File: config.mk
export PLATFORM = sky130hd
export DESIGN_NAME = ghostbus_arbiter
export DESIGN_NICKNAME = d
export VERILOG_FILES = /design/src/rtl/ghostbus_arbiter.sv
export SDC_FILE = /design/constraint.sdc
export NUM_CORES = 1
export LEC_CHECK = 0
export BUFFER_PORTS_ARGS = -buffer_cell sky130_fd_sc_hd__buf_4
export CAP_MARGIN = 10
export CORE_MARGIN = 2
export CORE_UTILIZATION = 50
export CTS_BUF_LIST = sky130_fd_sc_hd__clkbuf_8
export DETAILED_ROUTE_END_ITERATION = 7
export PLACE_DENSITY = 0.88
export SLEW_MARGIN = 20
export SYNTH_ARGS = -nofsm -noshare
export SYNTH_HDL_FRONTEND = slang
export SYNTH_SLANG_ARGS = --single-unit
File: constraint.sdc
create_clock -name clk -period 2.55 [get_ports clk]
set_input_delay 0.255 -clock clk [delete_from_list [all_inputs] [get_ports clk]]
set_output_delay 0.255 -clock clk [all_outputs]
set_load 0.03 [all_outputs]
File: src/rtl/ghostbus_arbiter.sv
// Two-requester round-robin arbiter onto a single ghostbus with fixed read latency RD_LAT.
// Define GHOSTBUS_ARB_LOCK_EN to let a requester hold the grant via rN_lock.
module ghostbus_arbiter #(
    parameter int AW     = 24,
    parameter int DW     = 32,
    parameter int RD_LAT = 1
) (
    input  logic          clk,
    input  logic          rst_n,

    input  logic          r0_req,
    input  logic          r0_we,
    input  logic [AW-1:0] r0_addr,
    input  logic [DW-1:0] r0_wdata,
    input  logic          r0_lock,
    output logic          r0_ack,
    output logic [DW-1:0] r0_rdata,

    input  logic          r1_req,
    input  logic          r1_we,
    input  logic [AW-1:0] r1_addr,
    input  logic [DW-1:0] r1_wdata,
    input  logic          r1_lock,
    output logic          r1_ack,
    output logic [DW-1:0] r1_rdata,

    output logic [AW-1:0] addr,
    output logic [DW-1:0] din,
    output logic          we,
    input  logic [DW-1:0] dout,
    output logic          grant
);

`ifdef GHOSTBUS_ARB_LOCK_EN
    localparam bit LOCK_EN = 1'b1;
`else
    localparam bit LOCK_EN = 1'b0;
`endif

    typedef enum logic [1:0] {
        S_IDLE,
        S_ISSUE,
        S_WAIT,
        S_DONE
    } state_t;

    state_t      r_state;
    logic        r_prio;
    logic        r_isWrite;
    logic [1:0]  r_waitCnt;
    logic        r_lockActive;
    logic        r_lockOwner;

    logic          w_lockHold;
    logic          w_elig0;
    logic          w_elig1;
    logic          w_winner;
    logic          w_winWe;
    logic [AW-1:0] w_winAddr;
    logic [DW-1:0] w_winWdata;
    logic          w_readDone;
    logic          w_finish;
    logic          w_grantLock;

    // A held lock masks the other requester; a lock that has dropped releases arbitration.
    assign w_lockHold = LOCK_EN && r_lockActive && (r_lockOwner ? r1_lock : r0_lock);
    assign w_elig0    = r0_req && !(w_lockHold && r_lockOwner);
    assign w_elig1    = r1_req && !(w_lockHold && !r_lockOwner);
    assign w_winner   = (w_elig0 && w_elig1) ? r_prio : w_elig1;
    assign w_winWe    = w_winner ? r1_we    : r0_we;
    assign w_winAddr  = w_winner ? r1_addr  : r0_addr;
    assign w_winWdata = w_winner ? r1_wdata : r0_wdata;
    assign w_grantLock = grant ? r1_lock : r0_lock;

    assign w_readDone = ((r_state == S_ISSUE) && !r_isWrite && (RD_LAT == 1)) ||
                        ((r_state == S_WAIT) && (r_waitCnt == 2'd0));
    assign w_finish   = w_readDone || ((r_state == S_ISSUE) && r_isWrite);

    always_ff @(posedge clk or negedge rst_n) begin
        if (!rst_n) begin
            r_state      <= S_IDLE;
            r_prio       <= 1'b0;
            r_isWrite    <= 1'b0;
            r_waitCnt    <= 2'd0;
            r_lockActive <= 1'b0;
            r_lockOwner  <= 1'b0;
            r0_ack       <= 1'b0;
            r1_ack       <= 1'b0;
            r0_rdata     <= '0;
            r1_rdata     <= '0;
            addr         <= '0;
            din          <= '0;
            we           <= 1'b0;
            grant        <= 1'b0;
        end else begin
            we     <= 1'b0;
            r0_ack <= w_finish && !grant;
            r1_ack <= w_finish && grant;

            if (w_readDone) begin
                if (grant) r1_rdata <= dout;
                else       r0_rdata <= dout;
            end

            // Bus address/data are driven at the grant edge so they are valid throughout ISSUE.
            case (r_state)
                S_IDLE: begin
                    if (r_lockActive && !w_lockHold) r_lockActive <= 1'b0;
                    if (w_elig0 || w_elig1) begin
                        grant     <= w_winner;
                        r_prio    <= ~w_winner;
                        r_isWrite <= w_winWe;
                        we        <= w_winWe;
                        addr      <= w_winAddr;
                        din       <= w_winWdata;
                        r_state   <= S_ISSUE;
                    end
                end
                S_ISSUE: begin
                    if (w_finish) begin
                        r_state <= S_DONE;
                    end else begin
                        r_waitCnt <= 2'(RD_LAT - 2);
                        r_state   <= S_WAIT;
                    end
                end
                S_WAIT: begin
                    if (w_finish) r_state   <= S_DONE;
                    else          r_waitCnt <= r_waitCnt - 2'd1;
                end
                S_DONE: begin
                    r_lockActive <= LOCK_EN && w_grantLock;
                    r_lockOwner  <= grant;
                    r_state      <= S_IDLE;
                end
                default: r_state <= S_IDLE;
            endcase
        end
    end

endmodule

# Word-level counts from Yosys, hierarchy flattened
# Cells that the tools add are included.
# word_totals
ff_bits	130
latchBits	0
ram_bits	0
romBits	0
inputBits	152
output_inout_bits	124
wordCells	54
memories	0
# op_classes
n_addsub	1
multipliers	0
div	0
magnitude_cmp	0
eq_ne	7
n_shift	0
muxes	13
bitwise	2
reduce_logical	19
# op_table
cell	count
32-bit 2-to-1 mux	1
24-bit 2-to-1 mux	1
2-bit 2-to-1 mux	4
2-bit inequality test (second input constant)	4
2-bit one-hot mux with 4 select lines	1
2-bit AND reduction	4
1-bit logical AND	6
1-bit 2-to-1 mux	5
2-bit equality test (second input constant)	2
2-bit zero test	2
2-bit one-hot mux with 2 select lines	1
1-bit logical OR	3
3-bit AND reduction	1
2-bit by 1-bit equality test with 1-bit output (second input constant)	1
1-bit zero test	2
1-bit NOT	2
2-bit nonzero test	1
2-bit by 1-bit subtractor with 2-bit output (second input constant)	1

# Depth between registers and ports, before layout
# depth
word_depth	6
ltp_mapped	7
ltp_nobuf	5

# Worst setup path before layout
# No wires, ideal clock.
# synth_path
kind	register to register
from	reg r_state[0]
to	reg r1_rdata[3]
arrival_ns	1.505
t_required_ns	2.425
slack_ns	0.920
stages_incl_launch_ff	7
period_less_slack_ns	1.630
cell_sequence	dfrtp_1 > inv_1 > ha_1 > and2_4 > o21ai_2 > buf_4 > mux2_2
# synth_via
elab_chain_cells	4
# synth_lines
item	line	source
start: declaration	47	state_t r_state;
start signal: assignment	81	r_state <= S_IDLE;
start signal: assignment	116	r_state <= S_ISSUE;
start signal: assignment	121	r_state <= S_DONE;
2-bit by 1-bit equality test with 1-bit output or 2-bit equality test (tied branches)	75, 76	
1-bit logical AND (on tied branches)	75, 76	
1-bit logical OR *	75	assign w_readDone = ((r_state == S_ISSUE) && !r_isWrite && (RD_LAT == 1)) ||
2-bit AND reduction (no line) *	-	
end signal: assignment	101	if (grant) r1_rdata <= dout;
end: declaration	25	output logic [DW-1:0] r1_rdata,
# Every way passes the cells marked *; elsewhere a longest branch is shown, timed or not.
# A chain may end at the register's enable or synchronous reset.

# Final worst setup path
# layout_path
from	reg r_state[1]
to	reg r0_rdata[26]
# layout_via
elab_chain_cells	4
# layout_lines
item	line	source
2-bit by 1-bit equality test with 1-bit output or 2-bit equality test (tied branches)	75, 76	
1-bit logical AND (on tied branches)	75, 76	
1-bit logical OR *	75	
2-bit AND reduction (no line) *	-	
end signal: assignment	102	else r0_rdata <= dout;
end: declaration	17	output logic [DW-1:0] r0_rdata,
# Marks and branches as above.

==> load_flow_metrics.sql <==
INSERT INTO impl_metrics (metric_group, metric, value, unit) VALUES
('yosys', 'synth_largest_type_area_fraction', '59.8', '%'),
('drt', 'via_count', '4144', ''),
('placed_design', 'number_of_i_o_port_buffers', '273', ''),
('worst_setup_path', 'critical_path_buf_inv_count', '2', ''),
('finish', 'layout-drive-gt1-share', '58.0', '%'),
('finish', 'syn_to_final_growth', '49.5', '%'),
('worst_hold_path', 'hold_class', 'in2reg', ''),
('sta', 'final-max-slew-violation-count', '0', ''),
('worst_setup_path', 'crit_type', 'reg2reg', ''),
('sta', 'layout_setup_ws', '0.452', 'ns'),
('worst_setup_path', 'critical_path_origin', 'r_state[1]', ''),
('clocking', 'cts_made_buffers', '17', ''),
('outcome', 'status', 'completed', ''),
('worst_hold_path', 'worstHoldStart', 'r1_wdata[28]', ''),
('worst_setup_path', 'reg2reg_from', 'r_state[1]', ''),
('grt', 'first_global_vias', '4381', ''),
('die', 'top_level_ports', '276', ''),
('die', 'floorplan.core_area', '0.0107', 'sq mm'),
('placed_design', 'placement.setup.worst_slack', '0.469', 'ns'),
('grt', 'overflow', '0', ''),
('worst_setup_path', 'cp.depth', '6', ''),
('grt', 'first_pass_grt_wire_length', '22500', 'um'),
('sta', 'period_minus_slack', '2.10', 'ns'),
('clocking', 'bufs_on_longest_clock_path', '2', ''),
('drt', 'routedWlPerCell', '18.3', 'um'),
('worst_setup_path', 'critPathArrivalTime', '2.40', 'ns'),
('yosys', 'netlist_area', '0.00544', 'sq mm'),
('die', 'std_cell_rows', '38', ''),
('drt', 'drcViolationCount', '0', ''),
('sta', 'timing.setup.tns', '0', 'ns'),
('finish', 'fillerInstances', '667', ''),
('finish', 'net_total_in_the_final_layout', '799', ''),
('yosys', 'ys_warn_count', '0', ''),
('clocking', 'root_buffer', 'clkbuf_8', ''),
('pwr', 'worst_ir_drop_vdd', '0.000823', 'V'),
('drt', 'initialDrtViolationCount', '178', ''),
('sta', 'worst_pin_slew', '0.662', 'ns'),
('grt', 'grt_max_degree', '60', ''),
('sta', 'setup_violations', '0', ''),
('yosys', 'post_synth_main_area_contributors', 'dfrtp_1 60%, a221o_1 10%, mux2_4 8.3%, mux2_2 6.2%, and2_0 5.4%', ''),
('job', 'cap_violations', '0', ''),
('yosys', 'synth.yosys.seq_area_share', '59.8', '%'),
('worst_setup_path', 'reg2regPathDepth', '6', ''),
('clocking', 'worst_skew_pair.late_latency', '0.42', 'ns'),
('yosys', 'synthesis.instances', '366', ''),
('grt', 'grt_antenna_before_repair', '0', ''),
('worst_setup_path', 'critical_path_fanouts_max', '22', ''),
('pwr', 'power.density', '1500', 'mW/mm^2'),
('drt', 'drt_wl_total', '14600', 'um'),
('finish', 'antenna-diode-count', '0', ''),
('yosys', 'synth.distinct_cells', '27', ''),
('die', 'chipWidth', '108', 'um'),
('yosys', 'synth_area_per_cell', '14.9', 'sq um'),
('die', 'dieArea', '0.0117', 'sq mm'),
('drt', 'postRouteAntennaNets', '0', ''),
('finish', 'register_area', '0.00325', 'sq mm'),
('clocking', 'clk_sink_count', '130', ''),
('worst_setup_path', 'worst_path_dominant_cell_family', 'compound AO/OA/AOI/OAI gates', ''),
('worst_setup_path', 'cpMaxStageDelayCell', 'o21ba_2', ''),
('worst_setup_path', 'cp-end-kind', 'register', ''),
('worst_setup_path', 'worst_ep_required_time', '2.85', 'ns'),
('die', 'floorplan.initialDensity', '50.6', '%'),
('grt', 'globalRouteTotalUtil', '25.2', '%'),
('clocking', 'cts_tree', 'yes', ''),
('worst_hold_path', 'hold-path-cell-count', '2', ''),
('placed_design', 'detailedPlacementHpwl', '10300', 'um'),
('finish', 'multi_input_area', '0.00203', 'sq mm'),
('sta', 'worst_slew_margin_rel', '55.8', '%'),
('yosys', 'syn_nets', '523', ''),
('placed_design', 'gp_congestion', '0.753', ''),
('sta', 'grt_setup_unrepaired', 'false', '');
placed cells by master (no fill, tap or decap), drive strengths merged:
master / Yosys / final
buf: 21 / 281
dfrtp: 130 / 130
mux2: 65 / 65
and2: 58 / 58
a221o: 57 / 57
clkbuf: 4 / 19
inv: 5 / 8
ha: 5 / 5
bufinv: 0 / 5
nor2: 4 / 4
a21oi: 4 / 4
clkinv: 0 / 4
nand2: 2 / 2
o21ai: 2 / 2
a21o: 2 / 2
nor2b: 2 / 2
a22o: 1 / 1
nor3b: 1 / 1
mux2i: 1 / 1
o21ba: 1 / 1
xnor2: 1 / 1
clkinvlp: 0 / 1
dlygate4sd3: 0 / 1
metrics by stage:
stage / utilization [%] / cells / area [sq um] / hold WS (ns)
finish: 75.7 / 795 / 8130 / 0.0512
global route: 75.7 / 795 / 8130 / 0.0152
CTS: 75.4 / 794 / 8100 / 0.0328
detailed placement: 71.0 / 761 / 7620 / 0.326
global placement: 71.0 / 761 / 7620 / 0.319
floorplan: - / 366 / 5440 / -0.0406
final cells by class:
type                            instances  share of cell area, %
Timing Repair Buffer                  282                   26.9
Tap cell                              140                   2.15
Clock inverter                         13                   2.54
Sequential cell                       130                   40.0
Clock buffer                           19                   3.22
Inverter                                5                  0.231
Multi-Input combinational cell        206                   24.9
layer usage:
layer  track usage (%)  wire length [um]  up-vias  share of wire, %
met5                 0                 0        -                 0
met4              7.23               230        0               1.6
met3              8.92              1270       19               8.7
met2              42.9              7420      190                51
met1              30.2              5640     2037                39
li1                  -                 -     1898                 -
power by group:
group | internal, W | leakage [nW] | switching [W] | total (W)
Sequential | 0.00309 | 1.57 | 0.000604 | 0.00369
Combinational | 0.00296 | 2.20 | 0.00351 | 0.00647
Clock | 0.00122 | 0.238 | 0.000803 | 0.00202
Total | 0.00727 | 4.00 | 0.00492 | 0.0122
flip-flops by register name, indices dropped and copies added, names as in the netlist, 2 cells and up:
name,count
din,32
r0_rdata,32
r1_rdata,32
addr,24
r_state,2
r_waitCnt,2
cells in the mapped netlist, drive strengths merged:
library cell / number
a21oi: 4
inv: 5
o21ba: 1
clkbuf: 4
dfrtp: 130
o21ai: 2
mux2: 65
a221o: 57
and2: 58
mux2i: 1
nor3b: 1
nor2b: 2
a22o: 1
ha: 5
a21o: 2
xnor2: 1
buf: 21
nand2: 2
nor2: 4
cells by family after synthesis:
kind of cell               after synthesis  share of synthesized area [%]
AOI/OAI and AO/OA                       67                           11.9
xor gates and xnor gates                 1                          0.161
adders and majority gates                5                           1.15
buffers and inverters                   30                           3.47
DFF                                    130                           59.8
muxes                                   66                           15.7
and+or+nand+nor                         67                           7.73
path summary, 6_finish.rpt:
kind	slack [ns]	end
setup / recovery	0.45	r0_rdata[26]
setup reg to reg	0.45	r0_rdata[26]
hold reg to reg	0.51	r1_rdata[1]
hold / removal	0.05	din[28]
min in group asynchronous	0.43	r0_rdata[6]
max in group asynchronous	1.32	din[22]
repair_timing:
action	4_1_cts	5_1_grt
endpoints found under the hold margin	51	0
endpoints found under the setup margin	0	0
hold buffers	1	0
resized for setup	0	0
No activity file was read; power rests on OpenSTA's default activity.
